File: src/rtl/text_glyph_scheduler.sv
// text_glyph_scheduler: per-pixel text/glyph RAM sequencing with text-RAM write arbitration
module text_glyph_scheduler #(
  parameter int          CELL_W    = 50,
  parameter int          CELL_H    = 50,
  parameter int          COLS      = 12,
  parameter int          ROWS      = 9,
  parameter int          CODE_BASE = 33,
  parameter int          GLYPHS    = 94,
  parameter int          TXT_AW    = 8,
  parameter int          GLY_AW    = 18,
  parameter logic [11:0] BG_COLOR  = 12'h000
) (
  input  logic              clk,
  input  logic              reset,
  input  logic              i_pix_en,
  input  logic              i_active,
  input  logic [9:0]        i_x,
  input  logic [8:0]        i_y,
  output logic [TXT_AW-1:0] o_txt_addr,
  output logic              o_txt_wen,
  output logic [7:0]        o_txt_wdata,
  input  logic [7:0]        i_txt_rdata,
  output logic [GLY_AW-1:0] o_gly_addr,
  input  logic [11:0]       i_gly_rdata,
  input  logic              i_wr_req,
  input  logic [TXT_AW-1:0] i_wr_addr,
  input  logic [7:0]        i_wr_data,
  output logic              o_wr_ack,
  output logic [11:0]       o_pix_color
);
  localparam int PXW  = $clog2(CELL_W);
  localparam int PYW  = $clog2(CELL_H);
  localparam int CW   = $clog2(COLS + 1);
  localparam int RW   = $clog2(ROWS + 1);
  localparam int AREA = CELL_W * CELL_H;
  logic [1:0]        r_phase;
  logic [PXW-1:0]    r_px;
  logic [PYW-1:0]    r_py;
  logic [CW-1:0]     r_col;
  logic [RW-1:0]     r_row;
  logic              r_active;
  logic              r_ok;
  logic              r_fetch;
  logic [11:0]       r_pix;
  logic              w_grant;
  logic              w_code_ok;
  logic [TXT_AW-1:0] w_cell;
  logic [31:0]       w_gly_full;
  always_comb begin
    w_grant     = !reset && i_wr_req && (r_phase == 2'd0 || r_phase == 2'd3);
    w_code_ok   = i_txt_rdata >= 8'(CODE_BASE) && i_txt_rdata <= 8'(CODE_BASE + GLYPHS - 1);
    w_cell      = TXT_AW'(32'(r_row) * 32'(COLS) + 32'(r_col));
    w_gly_full  = (32'(i_txt_rdata) - 32'(CODE_BASE)) * 32'(AREA) + 32'(r_py) * 32'(CELL_W) + 32'(r_px);
    o_txt_wen   = w_grant;
    o_wr_ack    = w_grant;
    o_txt_wdata = w_grant ? i_wr_data : 8'h00;
    o_txt_addr  = w_grant ? i_wr_addr : (!reset && r_phase == 2'd1) ? w_cell : '0;
    o_gly_addr  = (!reset && r_phase == 2'd2) ? w_gly_full[GLY_AW-1:0] : '0;
    o_pix_color = r_pix;
  end
  // r_fetch marks the single phase-3 cycle that follows a real phase 2, so a stalled
  // pixel clock (phase parked at 3) never re-samples the glyph RAM.
  always_ff @(posedge clk) begin
    if (reset) begin
      r_phase  <= 2'd0;
      r_px     <= '0;
      r_py     <= '0;
      r_col    <= '0;
      r_row    <= '0;
      r_active <= 1'b0;
      r_ok     <= 1'b0;
      r_fetch  <= 1'b0;
      r_pix    <= BG_COLOR;
    end else begin
      r_phase <= i_pix_en ? 2'd0 : (r_phase == 2'd3) ? 2'd3 : r_phase + 2'd1;
      r_fetch <= r_phase == 2'd2;
      if (i_pix_en) begin
        r_active <= i_active;
        if (i_active) begin
          if (i_x == '0) begin
            r_px  <= '0;
            r_col <= '0;
            if (i_y == '0) begin
              r_py  <= '0;
              r_row <= '0;
            end else if (r_py == PYW'(CELL_H - 1)) begin
              r_py  <= '0;
              r_row <= (r_row == RW'(ROWS)) ? r_row : r_row + RW'(1);
            end else begin
              r_py <= r_py + PYW'(1);
            end
          end else if (r_px == PXW'(CELL_W - 1)) begin
            r_px  <= '0;
            r_col <= (r_col == CW'(COLS)) ? r_col : r_col + CW'(1);
          end else begin
            r_px <= r_px + PXW'(1);
          end
        end
      end
      if (r_phase == 2'd2)
        r_ok <= r_active && r_col < CW'(COLS) && r_row < RW'(ROWS) && w_code_ok;
      if (r_fetch)
        r_pix <= r_ok ? i_gly_rdata : BG_COLOR;
    end
  end
endmodule

File: config.mk
export PLATFORM = sky130hd
export DESIGN_NAME = text_glyph_scheduler
export DESIGN_NICKNAME = d
export VERILOG_FILES = /design/src/rtl/text_glyph_scheduler.sv
export SDC_FILE = /design/constraint.sdc
export NUM_CORES = 1
export LEC_CHECK = 0
export CAP_MARGIN = 20
export CORE_MARGIN = 4
export CORE_UTILIZATION = 48
export CTS_CLUSTER_SIZE = 30
export DETAILED_ROUTE_END_ITERATION = 7
export GPL_TIMING_DRIVEN = 0
export PLACE_DENSITY = 0.79
export SYNTH_ARGS = -nofsm -noshare
export SYNTH_HDL_FRONTEND = slang
export SYNTH_SLANG_ARGS = --single-unit
File: constraint.sdc
create_clock -name clk -period 7.4 [get_ports clk]
set_input_delay 1.11 -clock clk [delete_from_list [all_inputs] [get_ports clk]]
set_output_delay 1.11 -clock clk [all_outputs]
set_load 0.005 [all_outputs]
==> Word-level counts from Yosys, hierarchy flattened <==
Cells that the tools add are included.
{ "totals": {"regBits": 37, "inputBits": 60, "out_inout_bits": 48, "word_cells": 70} }
{ "op_classes": {"add_sub_neg": 9, "multipliers": 3, "n_lt_le_gt_ge": 4, "eq_ne": 9, "mux": 16, "n_reduce_logical": 20} }
{ "ops": {"columns": ["operator", "n"], "rows": [
  ["32-bit by 10-bit multiplier with 16-bit output, second input constant", 1],
  ["4-bit 2-to-1 mux", 6],
  ["6-bit 2-to-1 mux", 4],
  ["8-bit 2-to-1 mux", 3],
  ["18-bit by 12-bit adder with 18-bit output", 1],
  ["18-bit by 6-bit adder with 18-bit output", 1],
  ["18-bit 2-to-1 mux", 1],
  ["6-bit by 1-bit adder with 6-bit output, second input constant", 2],
  ["6-bit == test, second input constant", 2],
  ["12-bit 2-to-1 mux", 1],
  ["6-bit by 5-bit multiplier with 11-bit output, second input constant", 1],
  ["10-bit logical NOT", 1],
  ["9-bit logical NOT", 1],
  ["8-bit by 6-bit subtractor with 9-bit output, second input constant", 1],
  ["4-bit by 1-bit adder with 4-bit output, second input constant", 2],
  ["8-bit by 4-bit adder with 8-bit output", 1],
  ["4-bit == test, second input constant", 2],
  ["8-bit by 6-bit greater-or-equal comparator with 1-bit output, second input constant", 1],
  ["8-bit by 7-bit <= comparator with 1-bit output, second input constant", 1],
  ["1-bit logical AND", 8],
  ["4-bit less-than comparator, second input constant", 2],
  ["4-bit by 2-bit multiplier with 6-bit output, second input constant", 1],
  ["5-bit AND reduction", 1],
  ["2-bit == test, second input constant", 2],
  ["other kinds (12)", 14]
]} }

==> Longest topological paths before layout <==
Gate-level depths: netlist of the first run.
{ "depth": {"depth_word": 5, "mapped_depth": 25, "mapped_depth_nobuf": 25} }

==> Least setup slack after synthesis of the first run <==
No wires, ideal clock.
{ "synth_path": {"path_kind": "input -> output", "from": "input port i_txt_rdata[1]", "to": "output port o_gly_addr[16]", "arrival_ps": 6349, "t_required_ps": 6290, "setup_slack_ps": -59, "cell_stages": 24, "path_cell_list": "inv_1 ha_1 a21boi_0 nand2_1 xor2_1 fa_1 ha_1 ha_1 ha_1 inv_1 fa_1 inv_1 ha_1 o21a_1 o31a_1 a21oi_1 ha_1 ha_1 a21oi_1 o211ai_1 a31oi_1 nor4_2 xor2_1 nor2_1"} }
{ "synth_between": {"elab_chain_len": 5} }
{ "synth_lines": {"columns": ["item", "line_no", "text"], "rows": [
  ["start, declared", "22", "input logic [7:0] i_txt_rdata,"],
  ["8-bit by 6-bit subtractor with 9-bit output", "53", "w_gly_full = (32'(i_txt_rdata) - 32'(CODE_BASE)) * 32'(AREA) + 32'(r_py) * 32'(CELL_W) + 32'(r_px);"],
  ["32-bit by 10-bit multiplier with 16-bit output", "53", null],
  ["18-bit by 12-bit adder with 18-bit output", "53", null],
  ["18-bit by 6-bit adder with 18-bit output", "53", null],
  ["18-bit 2-to-1 mux", "58", "o_gly_addr = (!reset && r_phase == 2'd2) ? w_gly_full[GLY_AW-1:0] : '0;"],
  ["end, declared", "23", "output logic [GLY_AW-1:0] o_gly_addr,"]
]} }
Every way passes these cells.

==> Worst setup path after layout of the first run <==
{ "layout_path": {"from": "input port i_txt_rdata[0]", "to": "output port o_gly_addr[16]"} }
Same word-level chain as after synthesis.

==> run metrics, run 1 <==
WP data arrival=a little over 6 ns; hold path cells=2; warnings from Yosys=0; routed len/inst=approximately 16 um; vias per inst=around 5.4; worst reg2reg startpoint=r_px[0]$_SDFFE_PP0P_; Hold WS=0.490 ns; Most common cell on crit path=inv_1; final instance area=roughly 7100 um2; antenna cells=0; crit path kind=input port to output port; vias in the first global route=~5000; Syn Inst Count=about 630; worst slack, placed=-1.56 ns; clock sink total=37; Core Box Area=10300 um2; Post-synth EDFFs=0; final period utilization=0.987; Worst Setup Slack, final=slightly below 0.1 ns; largest area contributor in the netlist=ha_1; worst vdd ir=0.000249 V; full die area=between 10000 and 15000 um2; global placer's final weighted congestion=roughly 0.9; top post-synthesis cells by count=ha_1 (97), inv_1 (95), nor2_1 (65); dominant synthesized flop cell=dfxtp_1; CP max stage cell=fa_2; Avg Inst Size Synth=8.12 um2; area growth from synthesis to layout=40.5%; f_max=137 MHz; DRC=0; Clock Skews=around 0.0032 ns; hpwl dp=between 10000 and 15000 um; layout cells sized above 1=0.144; Crit path largest cell delay=around 0.56 ns; Placement Rows=37; RR Endpoint=r_col[3]$_SDFFE_PP0P_; hold path start=r_active$_SDFFE_PP0P_; synth top area cells=ha_1 (24%), dfxtp_1 (15%), fa_1 (10%); Final Power=1750 uW; Routed Antenna Nets=0; Pre-antenna DRT Iters=4; CP Launch Type=input port; maximum net fanout on the critical path=6; CTS tree=yes; asr flop ratio synth=0; I/O pins=~110; Die Y=between 100 and 150 um; CP required=6.29 ns; Initial Util=0.492; initial antenna violation count=0; RSZ-0062 raised after global routing=true; synth unique cells=56; Yosys reg bits=37; Port Buffer Count=around 110; GRT Total Usage=0.214; Lkg Pwr=between 0.003 and 0.004 uW; worst-case hold path end point=r_active$_SDFFE_PP0P_; r2r worst-path depth=7; root buffer cell=clkbuf_8; largest net degree at the start of global routing=13; drt initial violations=around 210; # nets final=around 950; vias post-DR=about 4900; most frequent cell after synthesis=ha_1; P per Cell Area=about 250 nW/um2; H-tree levels=2; reg2reg setup slack=5.49 ns; status=finished clean; first-pass GRT wire length=~23000 um; Synth Cell Area=between 5000 and 6000 um2; DP Area=6320 um2; Clock Path Buffers=2; Final Hold Violating Endpoints=0; Overflow after GRT=0; worst hold path type=flip-flop to flip-flop; Tmin final=about 7.3 ns; Slew headroom=0.451; Reg clk slew, reported paths=roughly 0.080 ns; Layout Utilization=0.691; Worst Max-Slew Pin Slew=approximately 0.82 ns; max-slew violation count=0; Setup crit end kind=output port; post-synth top area share=0.239; Max-Cap Viols=0; final wirelength=14300 um; Post-Syn Nets=between 800 and 900; CTS buffer count=5; Die X=111 um; fillers=approximately 760; count of endpoints failing setup in the final report=0; latest clock arrival within the worst-skew pair=between 0.2 and 0.3 ns; post-synthesis sequential area ratio=0.146
-- worst max-delay path, delay by kind of cell --
kind            cells  cell delay [ns]
xor+xnor            2             0.43
compound gates      4             1.17
simple gates        3             0.22
buf+inv             9             0.74
fa+ha+maj           7             2.49
-- how the worst max path moves through the flow --
stage / startpoint / endpoint / slack (ns) / cells past startpoint
floorplan: i_txt_rdata[1] / o_gly_addr[16] / 0.07 / 24
global placement: i_txt_rdata[2] / o_gly_addr[16] / -1.47 / 26
detailed placement: i_txt_rdata[2] / o_gly_addr[16] / -1.56 / 24
CTS: i_txt_rdata[1] / o_gly_addr[16] / -0.02 / 27
global route: i_txt_rdata[1] / o_gly_addr[16] / -0.16 / 26
finish: i_txt_rdata[0] / o_gly_addr[16] / 0.1 / 25
-- power by group --
part | internal, uW | switching (uW) | total (uW)
Clock | 101 | 79.2 | 180
Combinational | 674 | 697 | 1370
Sequential | 201 | 1.94 | 203
-- logic make-up after synthesis --
logic type                 Yosys count  synth area share
AOI/OAI and AO/OA                  119             0.150
xor gates and xnor gates            52            0.0897
and+or+nand+nor                    185             0.183
DFF                                 37             0.146
buffers and inverters              106            0.0828
muxes                                3           0.00592
adders and majority gates          123             0.342
-- metal layers --
layer  GRT usage  vias up  routed length, um
met4      0.0616        0                312
met5           0        -                  0
met1       0.252     2346               5860
met3      0.0431       29                557
met2       0.392      106               7560
li1            -     2383                  -
-- sequential cells by signal, indices dropped and copies added (netlist names) --
signal,cells
o_pix_color,12
r_active,1
r_col,4
r_fetch,1
r_ok,1
r_phase,2
r_px,6
r_py,6
r_row,4
-- per-stage QoR --
stage / instances / TNS, ns
after global routing: 907 / -0.536
after global placement: 868 / -8.50
after floorplan: 625 / 0
final: 907 / 0
after CTS: 895 / -0.0190
after detailed placement: 868 / -9.31
-- placed cells by master, fill, tap and decap left out, types with 4 or more instances in the layout --
cell type and instances:
o21ai_0 24, buf_4 28, nand2_1 19, nand2b_1 8, and2_1 16, dfxtp_1 37
buf_6 6, a21o_1 8, xor2_1 15, o21a_1 7, nor2_1 62, nand4_1 7
nor4_1 4, a21oi_1 40, nor2b_1 18, clkbuf_8 6, nor3_1 14, ha_1 84
xnor2_1 29, nand3_1 10, clkbuf_1 7, ha_4 12, fa_1 25, or3_1 6
clkdlybuf4s50_1 94, xor2_2 4, clkbuf_2 5, inv_1 89, a211oi_1 5
-- area by class of cell --
cell class,instances,area [um2],area share
flip-flops and latches,37,741,0.104
plain buffers,11,63.8,0.00895
multi-input cells,482,4360,0.612
well taps,136,170,0.0239
clock buffers,6,72.6,0.0102
repair buffers,138,1310,0.183
inverters,95,379,0.0532
clock inverters,2,38.8,0.00544
-- timing repair --
action,in CTS,in global routing
setup endpoints to repair,8,7
pin swaps,15,38
hold buffers,0,0
setup buffers,19,13
resized for setup,71,67
No activity file was read; power rests on OpenSTA's default activity.
==> inputs of run 2 (changes only) <==
--- a/config.mk
+++ b/config.mk
@@ -8,7 +8,6 @@
 export CAP_MARGIN = 20
 export CORE_MARGIN = 4
 export CORE_UTILIZATION = 48
-export CTS_CLUSTER_SIZE = 30
 export DETAILED_ROUTE_END_ITERATION = 7
 export GPL_TIMING_DRIVEN = 0
 export PLACE_DENSITY = 0.79
==> results of run 2 <==
No change in the layout: final DEF, timing and power equal those of run 1.
==> inputs of run 3 (changes only) <==
--- a/config.mk
+++ b/config.mk
@@ -11,6 +11,7 @@
 export DETAILED_ROUTE_END_ITERATION = 7
 export GPL_TIMING_DRIVEN = 0
 export PLACE_DENSITY = 0.79
+export SLEW_MARGIN = 0
 export SYNTH_ARGS = -nofsm -noshare
 export SYNTH_HDL_FRONTEND = slang
 export SYNTH_SLANG_ARGS = --single-unit
==> results of run 3 <==
No change in the layout: final DEF, timing and power equal those of run 1.
